<file path="src/rtl/enc_event_fifo.sv">
// rtl/enc_event_fifo.sv - encoder event detector feeding a show-ahead FIFO with overflow tracking
module enc_event_fifo #(
    parameter int DEPTH  = 4,
    parameter int DEDUP  = 1,
    parameter int DROP_W = 8
) (
    input  logic                       clk,
    input  logic                       rst_n,
    input  logic [1:0]                 enc_code,
    input  logic                       enc_valid,
    output logic [1:0]                 out_code,
    output logic                       out_valid,
    input  logic                       out_ready,
    output logic [$clog2(DEPTH):0]     level,
    output logic                       full,
    output logic                       overflow,
    input  logic                       ovf_clr,
    output logic [DROP_W-1:0]          drop_cnt
);

    localparam int AW = $clog2(DEPTH);
    localparam int LW = AW + 1;
    localparam logic [LW-1:0] FULL_LVL = LW'(DEPTH);

    logic [1:0]    mem [DEPTH];
    logic [AW-1:0] wr_ptr;
    logic [AW-1:0] rd_ptr;
    logic [LW-1:0] cnt;
    logic          prev_valid;
    logic [1:0]    prev_code;

    logic evt;
    logic pop;
    logic push_ok;
    logic drop;
    logic dedup_off;

    // Event detection and handshake qualification; all terms come from registers or enc_* into state only
    always_comb begin
        dedup_off = (DEDUP == 0);
        evt       = enc_valid & (dedup_off | !prev_valid | (enc_code != prev_code));
        pop       = out_valid & out_ready;
        push_ok   = evt & (!full | pop);
        drop      = evt & full & !pop;
    end

    assign out_valid = (cnt != '0);
    assign full      = (cnt == FULL_LVL);
    assign level     = cnt;
    assign out_code  = mem[rd_ptr];

    // Previous-sample registers used for de-duplicating held encoder outputs
    always_ff @(posedge clk or negedge rst_n) begin
        if (!rst_n) begin
            prev_valid <= 1'b0;
            prev_code  <= 2'b00;
        end else begin
            prev_valid <= enc_valid;
            prev_code  <= enc_code;
        end
    end

    // Storage array; cleared on reset so the head reads 0 until the first push
    always_ff @(posedge clk or negedge rst_n) begin
        if (!rst_n) begin
            for (int i = 0; i < DEPTH; i++) begin
                mem[i] <= 2'b00;
            end
        end else if (push_ok) begin
            mem[wr_ptr] <= enc_code;
        end
    end

    // Pointers and occupancy; power-of-two depth lets the pointers wrap naturally
    always_ff @(posedge clk or negedge rst_n) begin
        if (!rst_n) begin
            wr_ptr <= '0;
            rd_ptr <= '0;
            cnt    <= '0;
        end else begin
            if (push_ok) begin
                wr_ptr <= wr_ptr + 1'b1;
            end
            if (pop) begin
                rd_ptr <= rd_ptr + 1'b1;
            end
            case ({push_ok, pop})
                2'b10:   cnt <= cnt + 1'b1;
                2'b01:   cnt <= cnt - 1'b1;
                default: cnt <= cnt;
            endcase
        end
    end

    // Sticky overflow and saturating drop counter; a drop in the clearing cycle takes precedence
    always_ff @(posedge clk or negedge rst_n) begin
        if (!rst_n) begin
            overflow <= 1'b0;
            drop_cnt <= '0;
        end else if (drop) begin
            overflow <= 1'b1;
            if (ovf_clr) begin
                drop_cnt <= DROP_W'(1);
            end else if (drop_cnt != '1) begin
                drop_cnt <= drop_cnt + 1'b1;
            end
        end else if (ovf_clr) begin
            overflow <= 1'b0;
            drop_cnt <= '0;
        end
    end

endmodule

</file>
<file path="config.mk">
export PLATFORM = sky130hd
export DESIGN_NAME = enc_event_fifo
export DESIGN_NICKNAME = d
export VERILOG_FILES = /design/src/rtl/enc_event_fifo.sv
export SDC_FILE = /design/constraint.sdc
export NUM_CORES = 1
export LEC_CHECK = 0
export ABC_AREA = 0
export CORE_MARGIN = 2
export CORE_UTILIZATION = 55
export DETAILED_ROUTE_END_ITERATION = 16
export GPL_TIMING_DRIVEN = 0
export HOLD_SLACK_MARGIN = 0.02
export PLACE_DENSITY = 0.93
export SLEW_MARGIN = 15
export SYNTH_ARGS = -nofsm -noshare
export SYNTH_HDL_FRONTEND = slang
export SYNTH_SLANG_ARGS = --single-unit
</file>
<file path="constraint.sdc">
create_clock -name clk -period 5 [get_ports clk]
set_input_delay 1.5 -clock clk [delete_from_list [all_inputs] [get_ports clk]]
set_output_delay 1.5 -clock clk [all_outputs]
set_load 0.01 [all_outputs]
</file>
==> impl_metrics.ini <==
[logic_synthesis]
synth-main-ff-cell = dfrtp_1
async_flop_share = 1.00
synth_edf_count = 0
seq_area_frac_synth = 0.484
yosys.cell_types.count = 37
ys_seq_elements = 27
syn_area_per_cell_um2 = 12.0
ys.warnings.count = 0
synth_area_um2 = 1400
synthCells = 116
syn_nets = 130

[timing]
max_slew_margin = 0.610
fin_setup_tns_ns = 0
period_needed_ns = 3.95
clock_skew_ns = 0.0105
hold_viol_final = 0
rsz0062_at_grt = false
timing.fmax_ghz = 0.253
slew_violations = 0
fin_hold_ws_ns = 0.520
finalSetupViolCount = 0
worst_slew_pin_slew_ns = 0.585
post-route-period-util = 0.790

[setup_path]
ff2ff_setup_slack_ns = 2.39
cp_cell_sequence = clkdlybuf4s50_1, xor2_1, o31ai_1, nand2b_1, ha_1, inv_1, fa_1, xor2_1, nor2_1, xor2_1
max_stage_delay_ns = 0.59
start_kind = input port
crit_path_start = enc_code[0]
crit_path_end_kind = register
reg2reg_from = prev_code[0]
crit_required_ns = 5.21
r2r_cells = 9
reg2reg_to = level[2]
path_max_fanout = 6
worst_path_most_repeated_cell = xor2_1
slowest_stage = clkdlybuf4s50_1
crit_arrival_ns = 4.16
crit_end = level[2]
critical_path_class = in -> reg

[clocking]
post_cts_resized = 0
clk_pin_slew_ns = 0.14
cts_root_buf = clkbuf_4
cts_tree = done
clock-sinks = 27
cts.path.max_buffers = 2
cts_setup_buffers = 0
cts_hold_buf = 0
cts_buffers = 3
clock_latency_ns = 0.31
ctsHtreeMaxLevel = 1

[global_routing]
overflow = 0
antenna_found_initial = 0
grt_pass1_vias = 997
grt_usage = 0.214
grt_max_degree = 28
grt_pass1_wl_mm = 4.51

[route]
vias = 1003
first_pass_iters = 4
drc = 0
antenna_left = 0
vias_per_cell = 5.83
wl_per_cell_um = 15.9
wirelength_mm = 2.74
first_iter_violations = 7

[floorplan]
die_area_um2 = 2960
die-height_um = 54.4
ios = 23
start_util = 0.574
die_w_um = 54.4
core_area_um2 = 2430
rows = 18

[place]
placedCellCount = 168
port_buffers = 22
post-dp-hpwl_mm = 2.14
routabilityCongestion = 0.807

[cells_and_area]
nets = 157
final_cell_mix = dfrtp_1, clkdlybuf4s50_1, mux2_2
insertedDiodeCount = 0
layout-drive-gt1-share = 0.141
fin_cells = 172
final_common_cell = dfrtp_1
area_growth_pct = 20.0
utilization = 0.689
fill_cells = 185

[pwr]
p_sw_w = 0.000265
clkPwrFrac = 0.116
p_sw_frac = 0.340
irDropWorstVdd_uv = 338
p_int_w = 0.000513
p_leak_nw = 0.713
p_seq_frac = 0.455
combPwrFrac = 0.429
power.density_nw_per_um2 = 464
power_w = 0.000778

[outcome]
status = finished clean

[min_path]
hold_path_depth = 1
hp-class = reg -> reg

[run]
maxCapViolations = 0
==> cells by family after synthesis <==
kind of cell | share of synthesized area
flops | 0.484
compound gates | 0.112
xor+xnor | 0.0502
fa+ha+maj | 0.0681
simple gates | 0.141
mux | 0.112
buf+inv | 0.0332
==> layer usage <==
| layer | vias to the layer above | routed length [um] | track usage |
|---|---|---|---|
| met5 | - | 0 | 0 |
| met1 | 504 | 1170 | 0.271 |
| met2 | 19 | 1450 | 0.388 |
| li1 | 478 | - | - |
| met3 | 2 | 94 | 0.0273 |
| met4 | 0 | 23 | 0.0500 |
==> state kept, by name, indices dropped and copies added, names as in the netlist <==
name	flops
drop_cnt	8
mem	8
level	3
prev_code	2
rd_ptr	2
wr_ptr	2
overflow	1
prev_valid	1
==> power groups by stage <==
stage,clock network (W),registers (W),logic (W)
5_1_grt,0.000102,0.000364,0.000368
3_3_place_gp,0,0.000350,0.000313
6_report,0.0000901,0.000354,0.000334
4_1_cts,0.0000933,0.000354,0.000338
3_5_place_dp,0,0.000358,0.000335
2_1_floorplan,0,0.000349,0.000200
==> worst min-delay path by stage <==
stage | end | slack (ns) | start
3_5_place_dp | overflow | 0.48 | overflow
4_1_cts | overflow | 0.52 | overflow
5_1_grt | mem[4] | 0.54 | mem[4]
3_3_place_gp | overflow | 0.47 | overflow
6_report | mem[1] | 0.52 | mem[1]
2_1_floorplan | mem[2] | 0.48 | mem[2]
==> worst max-delay path: cells and delay by family <==
kind | cells | cell delay (ns)
buffers and inverters | 2 | 0.66
adders and majority gates | 2 | 0.62
AOI/OAI and AO/OA | 1 | 0.54
xor gates and xnor gates | 3 | 0.50
and+or+nand+nor | 2 | 0.33
==> area by class of cell <==
type / instances / area (um^2) / area share
plain buffers: 2 / 16.3 / 0.00971
clock buffers: 4 / 26.3 / 0.0157
inverters: 8 / 30.0 / 0.0179
multi-input cells: 79 / 674 / 0.403
flip-flops and latches: 27 / 676 / 0.403
well taps: 30 / 37.5 / 0.0224
repair buffers: 22 / 215 / 0.128
==> metrics by stage <==
step,worst slack [ns],instance area [um^2]
after floorplan,1.65,1400
after global placement,0.908,1650
after detailed placement,0.737,1650
after CTS,1.09,1680
after global routing,0.860,1680
final,1.05,1680
==> synthesized netlist by cell type, types with 2 or more instances <==
cell type	count	area, um^2
xnor2_1	3	26.3
ha_1	6	75.1
dfrtp_1	27	676
nor2_1	5	18.8
xor2_1	5	43.8
or4_1	3	22.5
o311a_1	2	20.0
inv_1	8	30.0
mux4_2	2	45.0
or3_1	2	12.5
o211ai_1	2	15.0
mux2_2	9	101
nand3_1	4	20.0
a21oi_1	4	20.0
o41ai_1	2	17.5
o31ai_1	3	22.5
nand2_1	8	30.0
and3_1	2	12.5
No activity file was read; power rests on OpenSTA's default activity.
